<file path="config.mk">
export PLATFORM = sky130hd
export DESIGN_NAME = reg_write_arbiter_flat
export DESIGN_NICKNAME = d
export VERILOG_FILES = /design/src/rtl/reg_write_arbiter_pkg.sv /design/src/rtl/reg_write_arbiter_if.sv /design/src/rtl/reg_write_arbiter_rr.sv /design/src/rtl/reg_write_arbiter.sv /design/src/flat_wrapper.sv
export SDC_FILE = /design/constraint.sdc
export NUM_CORES = 1
export LEC_CHECK = 0
export BUFFER_PORTS_ARGS = -buffer_cell sky130_fd_sc_hd__buf_2
export CAP_MARGIN = 5
export CORE_MARGIN = 4
export CORE_UTILIZATION = 35
export CTS_BUF_LIST = sky130_fd_sc_hd__clkbuf_4 sky130_fd_sc_hd__clkbuf_8 sky130_fd_sc_hd__clkbuf_16
export DETAILED_ROUTE_END_ITERATION = 12
export SYNTH_ARGS = -nofsm -noshare
export SYNTH_HDL_FRONTEND = slang
export SYNTH_HIERARCHICAL = 1
export SYNTH_SLANG_ARGS = --single-unit
</file>
<file path="constraint.sdc">
create_clock -name clk_in -period 3.09 [get_ports clk_in]
set_input_delay 0.309 -clock clk_in [delete_from_list [all_inputs] [get_ports clk_in]]
set_output_delay 0.309 -clock clk_in [all_outputs]
set_load 0.05 [all_outputs]
</file>
<file path="src/rtl/reg_write_arbiter_pkg.sv">
// Shared constants, source indices and helpers for the register-file write-port arbiter.
package reg_write_arbiter_pkg;

  localparam int NUM_WB_SRC = 3;
  localparam int REG_ADDR_W = 5;
  localparam int REG_DATA_W = 32;
  localparam int NUM_REGS   = 32;

  typedef enum logic [1:0] {
    WB_SRC_ALU  = 2'd0,
    WB_SRC_LOAD = 2'd1,
    WB_SRC_MDU  = 2'd2
  } wb_src_e;

  function automatic logic [NUM_REGS-1:0] reg_onehot(input logic [REG_ADDR_W-1:0] rd);
    logic [NUM_REGS-1:0] m;
    m     = {NUM_REGS{1'b0}};
    m[rd] = 1'b1;
    return m;
  endfunction

endpackage

</file>
<file path="src/rtl/reg_write_arbiter_if.sv">
// Writeback request bundle and registered write-port/scoreboard outputs of the arbiter.
interface reg_write_arbiter_if
  import reg_write_arbiter_pkg::*;
#(
  parameter int NUM_SRC = NUM_WB_SRC,
  parameter int DATA_W  = REG_DATA_W,
  parameter int ADDR_W  = REG_ADDR_W
);

  logic [NUM_SRC-1:0]        req_valid_in;
  logic [NUM_SRC-1:0]        req_ready_out;
  logic [NUM_SRC*ADDR_W-1:0] req_rd_in;
  logic [NUM_SRC*DATA_W-1:0] req_data_in;
  logic                      we_out;
  logic [ADDR_W-1:0]         rd_out;
  logic [DATA_W-1:0]         write_data_out;
  logic [NUM_REGS-1:0]       pending_out;
  logic                      busy_out;

  modport master (
    output req_valid_in, req_rd_in, req_data_in,
    input  req_ready_out, we_out, rd_out, write_data_out, pending_out, busy_out
  );

  modport slave (
    input  req_valid_in, req_rd_in, req_data_in,
    output req_ready_out, we_out, rd_out, write_data_out, pending_out, busy_out
  );

endinterface

</file>
<file path="src/rtl/reg_write_arbiter_rr.sv">
// Round-robin one-hot arbiter; priority starts at the requester after the last one granted.
module rr_arbiter #(
  parameter int NUM_REQ = 3
) (
  input  logic               clk_in,
  input  logic               rst_in,
  input  logic               en_in,
  input  logic               update_in,
  input  logic [NUM_REQ-1:0] req_in,
  output logic [NUM_REQ-1:0] grant_out
);

  localparam int PTR_W = (NUM_REQ > 1) ? $clog2(NUM_REQ) : 1;

  logic [PTR_W-1:0] last_q;
  logic [PTR_W-1:0] last_d;

  // Pick the first requester scanning forward from last_q + 1.
  always_comb begin
    logic found;
    int   idx;
    grant_out = {NUM_REQ{1'b0}};
    found     = 1'b0;
    idx       = 0;
    for (int off = 1; off <= NUM_REQ; off++) begin
      idx = (int'(last_q) + off) % NUM_REQ;
      if (en_in && !found && req_in[idx]) begin
        grant_out[idx] = 1'b1;
        found          = 1'b1;
      end else begin
      end
    end
  end

  always_comb begin
    last_d = last_q;
    if (update_in) begin
      for (int i = 0; i < NUM_REQ; i++) begin
        if (grant_out[i]) begin
          last_d = PTR_W'(i);
        end else begin
        end
      end
    end else begin
    end
  end

  // Reset to the last index so requester 0 wins first.
  always_ff @(posedge clk_in) begin
    if (rst_in) begin
      last_q <= PTR_W'(NUM_REQ - 1);
    end else begin
      last_q <= last_d;
    end
  end

endmodule

</file>
<file path="src/rtl/reg_write_arbiter.sv">
// Shares the register-file write port among writeback sources through one-entry buffers,
// a round-robin grant and a registered port, and exports a pending-destination scoreboard.
module reg_write_arbiter
  import reg_write_arbiter_pkg::*;
#(
  parameter int NUM_SRC = NUM_WB_SRC,
  parameter int DATA_W  = REG_DATA_W,
  parameter int ADDR_W  = REG_ADDR_W
) (
  input  logic           clk_in,
  input  logic           rst_in,
  input  logic           stall_in,
  reg_write_arbiter_if.slave bus
);

  logic [NUM_SRC-1:0] full_q, full_d;
  logic [ADDR_W-1:0]  rd_q   [NUM_SRC];
  logic [ADDR_W-1:0]  rd_d   [NUM_SRC];
  logic [DATA_W-1:0]  data_q [NUM_SRC];
  logic [DATA_W-1:0]  data_d [NUM_SRC];

  logic               we_q, we_d;
  logic [ADDR_W-1:0]  rd_out_q, rd_out_d;
  logic [DATA_W-1:0]  wdata_q, wdata_d;

  logic [NUM_SRC-1:0] grant_s;
  logic [NUM_SRC-1:0] conflict_s;
  logic [NUM_SRC-1:0] ready_s;
  logic [NUM_SRC-1:0] accept_s;
  logic [ADDR_W-1:0]  req_rd_s   [NUM_SRC];
  logic [DATA_W-1:0]  req_data_s [NUM_SRC];
  logic [ADDR_W-1:0]  sel_rd_s;
  logic [DATA_W-1:0]  sel_data_s;
  logic [NUM_REGS-1:0] pending_s;
  logic               arb_en_s;

  assign arb_en_s = !rst_in && !stall_in;

  rr_arbiter #(.NUM_REQ(NUM_SRC)) u_rr_arbiter (
    .clk_in    (clk_in),
    .rst_in    (rst_in),
    .en_in     (arb_en_s),
    .update_in (|grant_s),
    .req_in    (full_q),
    .grant_out (grant_s)
  );

  always_comb begin
    for (int i = 0; i < NUM_SRC; i++) begin
      req_rd_s[i]   = bus.req_rd_in[i*ADDR_W +: ADDR_W];
      req_data_s[i] = bus.req_data_in[i*DATA_W +: DATA_W];
    end
  end

  // A new offer must not overtake a same-rd entry that stays buffered this cycle.
  always_comb begin
    conflict_s = {NUM_SRC{1'b0}};
    ready_s    = {NUM_SRC{1'b0}};
    accept_s   = {NUM_SRC{1'b0}};
    for (int i = 0; i < NUM_SRC; i++) begin
      for (int j = 0; j < NUM_SRC; j++) begin
        if (j != i && full_q[j] && !grant_s[j] && rd_q[j] == req_rd_s[i] &&
            req_rd_s[i] != {ADDR_W{1'b0}}) begin
          conflict_s[i] = 1'b1;
        end else begin
        end
      end
      ready_s[i]  = !rst_in && (!full_q[i] || grant_s[i]) && !conflict_s[i];
      accept_s[i] = bus.req_valid_in[i] && ready_s[i];
    end
  end

  // Writes to r0 are acknowledged but dropped; a refill wins over the issue-clear.
  always_comb begin
    full_d = full_q;
    for (int i = 0; i < NUM_SRC; i++) begin
      rd_d[i]   = rd_q[i];
      data_d[i] = data_q[i];
      if (accept_s[i] && req_rd_s[i] != {ADDR_W{1'b0}}) begin
        full_d[i] = 1'b1;
        rd_d[i]   = req_rd_s[i];
        data_d[i] = req_data_s[i];
      end else if (grant_s[i]) begin
        full_d[i] = 1'b0;
      end else begin
      end
    end
  end

  always_comb begin
    sel_rd_s   = {ADDR_W{1'b0}};
    sel_data_s = {DATA_W{1'b0}};
    for (int i = 0; i < NUM_SRC; i++) begin
      if (grant_s[i]) begin
        sel_rd_s   = rd_q[i];
        sel_data_s = data_q[i];
      end else begin
      end
    end
  end

  always_comb begin
    we_d     = we_q;
    rd_out_d = rd_out_q;
    wdata_d  = wdata_q;
    if (stall_in) begin
      we_d = we_q;
    end else if (|grant_s) begin
      we_d     = 1'b1;
      rd_out_d = sel_rd_s;
      wdata_d  = sel_data_s;
    end else begin
      we_d = 1'b0;
    end
  end

  always_ff @(posedge clk_in) begin
    if (rst_in) begin
      full_q   <= {NUM_SRC{1'b0}};
      we_q     <= 1'b0;
      rd_out_q <= {ADDR_W{1'b0}};
      wdata_q  <= {DATA_W{1'b0}};
      for (int i = 0; i < NUM_SRC; i++) begin
        rd_q[i]   <= {ADDR_W{1'b0}};
        data_q[i] <= {DATA_W{1'b0}};
      end
    end else begin
      full_q   <= full_d;
      we_q     <= we_d;
      rd_out_q <= rd_out_d;
      wdata_q  <= wdata_d;
      for (int i = 0; i < NUM_SRC; i++) begin
        rd_q[i]   <= rd_d[i];
        data_q[i] <= data_d[i];
      end
    end
  end

  always_comb begin
    pending_s = {NUM_REGS{1'b0}};
    for (int i = 0; i < NUM_SRC; i++) begin
      if (full_q[i]) begin
        pending_s = pending_s | reg_onehot(rd_q[i]);
      end else begin
      end
    end
    if (we_q) begin
      pending_s = pending_s | reg_onehot(rd_out_q);
    end else begin
    end
    pending_s[0] = 1'b0;
  end

  assign bus.req_ready_out  = ready_s;
  assign bus.we_out         = we_q;
  assign bus.rd_out         = rd_out_q;
  assign bus.write_data_out = wdata_q;
  assign bus.pending_out    = pending_s;
  assign bus.busy_out       = (|full_q) || we_q;

endmodule

</file>
<file path="src/flat_wrapper.sv">
// flat-port wrapper written by rule: the top's interface ports become plain ports
module reg_write_arbiter_flat import reg_write_arbiter_pkg::*;
#(
  parameter int NUM_SRC = NUM_WB_SRC,
  parameter int DATA_W  = REG_DATA_W,
  parameter int ADDR_W  = REG_ADDR_W
)
  (clk_in, rst_in, stall_in, bus_req_valid_in, bus_req_rd_in, bus_req_data_in, bus_req_ready_out, bus_we_out, bus_rd_out, bus_write_data_out, bus_pending_out, bus_busy_out);
  reg_write_arbiter_if #(.NUM_SRC(NUM_SRC), .DATA_W(DATA_W), .ADDR_W(ADDR_W)) bus_i ();
  input  logic clk_in;
  input  logic rst_in;
  input  logic stall_in;
  input wire logic [$bits(bus_i.req_valid_in)-1:0] bus_req_valid_in;
  input wire logic [$bits(bus_i.req_rd_in)-1:0] bus_req_rd_in;
  input wire logic [$bits(bus_i.req_data_in)-1:0] bus_req_data_in;
  output wire logic [$bits(bus_i.req_ready_out)-1:0] bus_req_ready_out;
  output wire logic [$bits(bus_i.we_out)-1:0] bus_we_out;
  output wire logic [$bits(bus_i.rd_out)-1:0] bus_rd_out;
  output wire logic [$bits(bus_i.write_data_out)-1:0] bus_write_data_out;
  output wire logic [$bits(bus_i.pending_out)-1:0] bus_pending_out;
  output wire logic [$bits(bus_i.busy_out)-1:0] bus_busy_out;
  assign bus_i.req_valid_in = bus_req_valid_in;
  assign bus_i.req_rd_in = bus_req_rd_in;
  assign bus_i.req_data_in = bus_req_data_in;
  assign bus_req_ready_out = bus_i.req_ready_out;
  assign bus_we_out = bus_i.we_out;
  assign bus_rd_out = bus_i.rd_out;
  assign bus_write_data_out = bus_i.write_data_out;
  assign bus_pending_out = bus_i.pending_out;
  assign bus_busy_out = bus_i.busy_out;
  reg_write_arbiter #(.NUM_SRC(NUM_SRC), .DATA_W(DATA_W), .ADDR_W(ADDR_W)) u_core (.clk_in(clk_in), .rst_in(rst_in), .stall_in(stall_in), .bus(bus_i));
endmodule
</file>
==> impl_metrics.xml <==
<?xml version="1.0" encoding="UTF-8"?>
<metrics>
  <group name="floorplan">
    <metric name="design.core.area" unit="µm²">24300</metric>
    <metric name="die-width" unit="µm">165</metric>
    <metric name="floorplan.die.height" unit="µm">165</metric>
    <metric name="num_rows" unit="">57</metric>
    <metric name="start_util" unit="">0.357</metric>
    <metric name="design.portCount" unit="">191</metric>
    <metric name="design.die.area" unit="µm²">27400</metric>
  </group>
  <group name="setup_path">
    <metric name="worstPathArrival" unit="ns">2.67</metric>
    <metric name="required" unit="ns">2.78</metric>
    <metric name="criticalPathCategory" unit="">reg -&gt; out</metric>
    <metric name="critPathMaxStageDelay" unit="ns">0.36</metric>
    <metric name="critical-path-slowest-cell" unit="">sky130_fd_sc_hd__dfxtp_4</metric>
    <metric name="crit_path_cell_trace" unit="">inv_1 &gt; ha_2 &gt; mux2i_1 &gt; o32ai_1 &gt; a31oi_1 &gt; inv_2 &gt; nand2b_1 &gt; o32ai_4 &gt; a21boi_2 &gt; buf_6</metric>
    <metric name="timing.critical_path.from_type" unit="">flop</metric>
    <metric name="timing.critical_path.to_type" unit="">output port</metric>
    <metric name="critical_path.max_fanout" unit="">4</metric>
  </group>
  <group name="cells_and_area">
    <metric name="flow.area_growth_from_synthesis" unit="%">21.8</metric>
    <metric name="finalNetCount" unit="">1380</metric>
    <metric name="insertedDiodeCount" unit="">0</metric>
    <metric name="fillers" unit="">2518</metric>
    <metric name="final_layout_size_suffix_gt1_frac" unit="">0.250</metric>
  </group>
  <group name="synth">
    <metric name="syn_inst" unit="">1136</metric>
    <metric name="synthesis.area" unit="µm²">8680</metric>
    <metric name="syn_avg_cell_area" unit="µm²">7.64</metric>
    <metric name="seq_area_frac_synth" unit="">0.355</metric>
    <metric name="netlist.area_leader.share" unit="">0.355</metric>
    <metric name="synth.lib_cells_used.distinct" unit="">59</metric>
    <metric name="synth_edf_count" unit="">0</metric>
    <metric name="async_flop_share" unit="">0</metric>
    <metric name="netlist_top_cells_area" unit="">sky130_fd_sc_hd__dfxtp_1, sky130_fd_sc_hd__a21oi_1, sky130_fd_sc_hd__o21ai_0</metric>
    <metric name="synth.top_cells.by_count" unit="">sky130_fd_sc_hd__a21oi_1, sky130_fd_sc_hd__dfxtp_1, sky130_fd_sc_hd__nand2_1</metric>
    <metric name="synth.net_count" unit="">1257</metric>
    <metric name="synth_largest_area_cell" unit="">sky130_fd_sc_hd__dfxtp_1</metric>
    <metric name="synth.most_common_cell" unit="">sky130_fd_sc_hd__a21oi_1</metric>
    <metric name="ys_seq_elements" unit="">154</metric>
    <metric name="postSynth.topFlopCell" unit="">sky130_fd_sc_hd__dfxtp_1</metric>
    <metric name="synth-warning-count" unit="">6</metric>
  </group>
  <group name="global_route">
    <metric name="grt_first_pass_wirelength" unit="µm">47900</metric>
    <metric name="gr-usage-all-layers" unit="">0.220</metric>
    <metric name="pin_count_of_the_biggest_net_entering_global_routing" unit="">89</metric>
    <metric name="grt_antenna_before_repair" unit="">1</metric>
    <metric name="grt_pass1_vias" unit="">8385</metric>
    <metric name="grt_residual_overflow" unit="">0</metric>
  </group>
  <group name="timing">
    <metric name="final_min_period_over_clock_period" unit="">0.965</metric>
    <metric name="hold_ws" unit="ns">0.127</metric>
    <metric name="worst-slew-pin-transition" unit="ns">1.01</metric>
    <metric name="slew_limit_fails" unit="">0</metric>
    <metric name="clock-skew-final" unit="ns">0.0116</metric>
    <metric name="totalNegativeSetupSlack" unit="ns">0</metric>
    <metric name="max-slew-margin-rel" unit="">0.324</metric>
    <metric name="post_layout_min_period" unit="ns">2.98</metric>
    <metric name="final_hold_viol_count" unit="">0</metric>
    <metric name="max_freq" unit="MHz">335</metric>
    <metric name="setup_violation_total_in_the_final_timing_report" unit="">0</metric>
  </group>
  <group name="cts">
    <metric name="tritoncts" unit="">yes</metric>
    <metric name="clock_slew_at_the_register_clock_pins_of_the_worst_setup_and_hold_paths" unit="ns">0.07</metric>
    <metric name="source_to_sink_clock_delay_at_the_later_pin_of_the_worst_skew_pair" unit="ns">0.43</metric>
    <metric name="max-clock-path-buffers" unit="">2</metric>
    <metric name="tritoncts_num_sinks" unit="">154</metric>
    <metric name="cts_root_buf" unit="">sky130_fd_sc_hd__clkbuf_16</metric>
    <metric name="tritoncts.num_buffers" unit="">17</metric>
    <metric name="clock_tree.htree_level_count" unit="">4</metric>
  </group>
  <group name="run_status">
    <metric name="status" unit="">finished clean</metric>
  </group>
  <group name="power">
    <metric name="powerDensity" unit="nW/µm²">480</metric>
    <metric name="power.ir.vdd_worst" unit="µV">283</metric>
    <metric name="p_leak" unit="nW">3.94</metric>
  </group>
  <group name="routing">
    <metric name="vias_per_cell" unit="">5.56</metric>
    <metric name="drc" unit="">0</metric>
    <metric name="vias" unit="">8866</metric>
    <metric name="drtAntennaViolNets" unit="">0</metric>
    <metric name="drtPass1Iterations" unit="">5</metric>
    <metric name="drt_first_iter_violations" unit="">791</metric>
    <metric name="post_drt_wl_per_cell" unit="µm">19.6</metric>
    <metric name="drt_wl_total" unit="µm">31300</metric>
  </group>
  <group name="place">
    <metric name="place_congestion" unit="">0.884</metric>
    <metric name="port_buffers" unit="">189</metric>
    <metric name="detailed_place_hpwl" unit="µm">21300</metric>
  </group>
  <group name="hold_path">
    <metric name="min_path_type" unit="">in -&gt; reg</metric>
  </group>
  <group name="flow_run">
    <metric name="timing.max_cap.violations" unit="">0</metric>
  </group>
</metrics>
[routing by layer]
layer  track usage  up-vias  share of wire
li1              -     4343              -
met1         0.343     4163           0.50
met2         0.311      332           0.43
met3        0.0457       26          0.066
met4        0.0439        2         0.0086
met5             0        -        0.00022
[path summary, 6_finish.rpt]
| path | startpoint | to | slack [ns] | cells after the start |
|---|---|---|---|---|
| setup / recovery | u_core/u_rr_arbiter/last_q[1] | bus_req_ready_out[0] | 0.11 | 10 |
| hold / removal | bus_req_data_in[9] | u_core/data_q[0][9] | 0.13 | 3 |
| setup reg to reg | u_core/u_rr_arbiter/last_q[1] | u_core/data_q[0][38] | 0.17 | 10 |
| hold reg to reg | u_core/bus.write_data_out[1] | u_core/bus.write_data_out[1] | 0.45 | 2 |
[cell type report]
type	count	area [µm²]	area share
Timing Repair Buffer	222	1340	0.127
Clock inverter	11	159	0.0150
Clock buffer	21	474	0.0449
Tap cell	324	405	0.0383
Sequential cell	154	3090	0.292
Inverter	5	18.8	0.00178
Multi-Input combinational cell	859	5090	0.481
[worst max-delay path, delay by kind of cell (launching register included)]
kind / cells / cell delay (ns)
AO/OA/AOI/OAI: 4 / 0.80
adder cells (fa/ha/maj): 1 / 0.25
buffers and inverters: 3 / 0.39
flip-flops: 1 / 0.36
multiplexers: 1 / 0.24
AND/OR/NAND/NOR: 1 / 0.22
[cell families after synthesis]
group / Yosys count / share of synthesized area
buf+inv: 123 / 0.0733
xor+xnor: 30 / 0.0312
simple gates: 398 / 0.244
flops: 154 / 0.355
other cells: 1 / 0.000432
compound gates: 422 / 0.283
mux: 4 / 0.00663
fa+ha+maj: 4 / 0.00577
[timing repair]
action,CTS,global route
resized for setup,9,19
pin swaps,4,8
setup buffers,1,7
setup endpoints to repair,5,65
hold endpoints to repair,0,0
hold buffers,0,0
[placed cells by master (no fill, tap or decap), types with 4 or more instances in the layout]
master                      Yosys  layout
sky130_fd_sc_hd__buf_4          8      24
sky130_fd_sc_hd__a22oi_1       21      21
sky130_fd_sc_hd__or2_2          4       4
sky130_fd_sc_hd__clkbuf_16      0      17
sky130_fd_sc_hd__nor3b_1       10      10
sky130_fd_sc_hd__buf_2         29     185
sky130_fd_sc_hd__a21oi_2       21      20
sky130_fd_sc_hd__nand2_1      131     129
sky130_fd_sc_hd__a21oi_1      174     174
sky130_fd_sc_hd__buf_12         1      10
sky130_fd_sc_hd__xnor2_1       26      26
sky130_fd_sc_hd__o21ai_0      123     122
sky130_fd_sc_hd__nand3_1      120     120
sky130_fd_sc_hd__o221ai_1      21      21
sky130_fd_sc_hd__or3b_2         7       7
sky130_fd_sc_hd__o22ai_1        8       8
sky130_fd_sc_hd__or3_1          4       4
sky130_fd_sc_hd__nand4_1        8       8
sky130_fd_sc_hd__dfxtp_1      154     152
sky130_fd_sc_hd__nand3b_1      12      12
sky130_fd_sc_hd__and3_1         9       9
sky130_fd_sc_hd__a221o_1        8       8
sky130_fd_sc_hd__and3b_1       44      44
sky130_fd_sc_hd__nor3_1         6       6
sky130_fd_sc_hd__o21ai_1       29      30
sky130_fd_sc_hd__nor2_1        24      22
[registers in the layout, indices dropped and copies added (netlist names)]
| name | flops |
|---|---|
| u_core/data_q | 96 |
| u_core/bus.write_data_out | 32 |
| u_core/rd_q | 15 |
| u_core/bus.rd_out | 5 |
| u_core/full_q | 3 |
| u_core/u_rr_arbiter/last_q | 2 |
| u_core/bus.we_out | 1 |
[where the power goes]
part	switching, mW	total (mW)	internal [mW]
combinational	0.418	0.685	0.267
sequential	0.0837	2.15	2.06
clock	0.885	2.24	1.36
[through the flow]
step | instance area, µm² | util | setup WS, ns | cells | power (mW)
floorplan | 8680 | - | -0.0413 | 1136 | 2.58
global placement | 9780 | 0.402 | 0.0736 | 1556 | 2.83
detailed placement | 9780 | 0.402 | -0.0193 | 1556 | 2.84
CTS | 10500 | 0.430 | -0.0168 | 1589 | 5.09
global route | 10600 | 0.435 | -0.00622 | 1596 | 5.25
finish | 10600 | 0.435 | 0.108 | 1596 | 5.08
No activity file was read; power rests on OpenSTA's default activity.
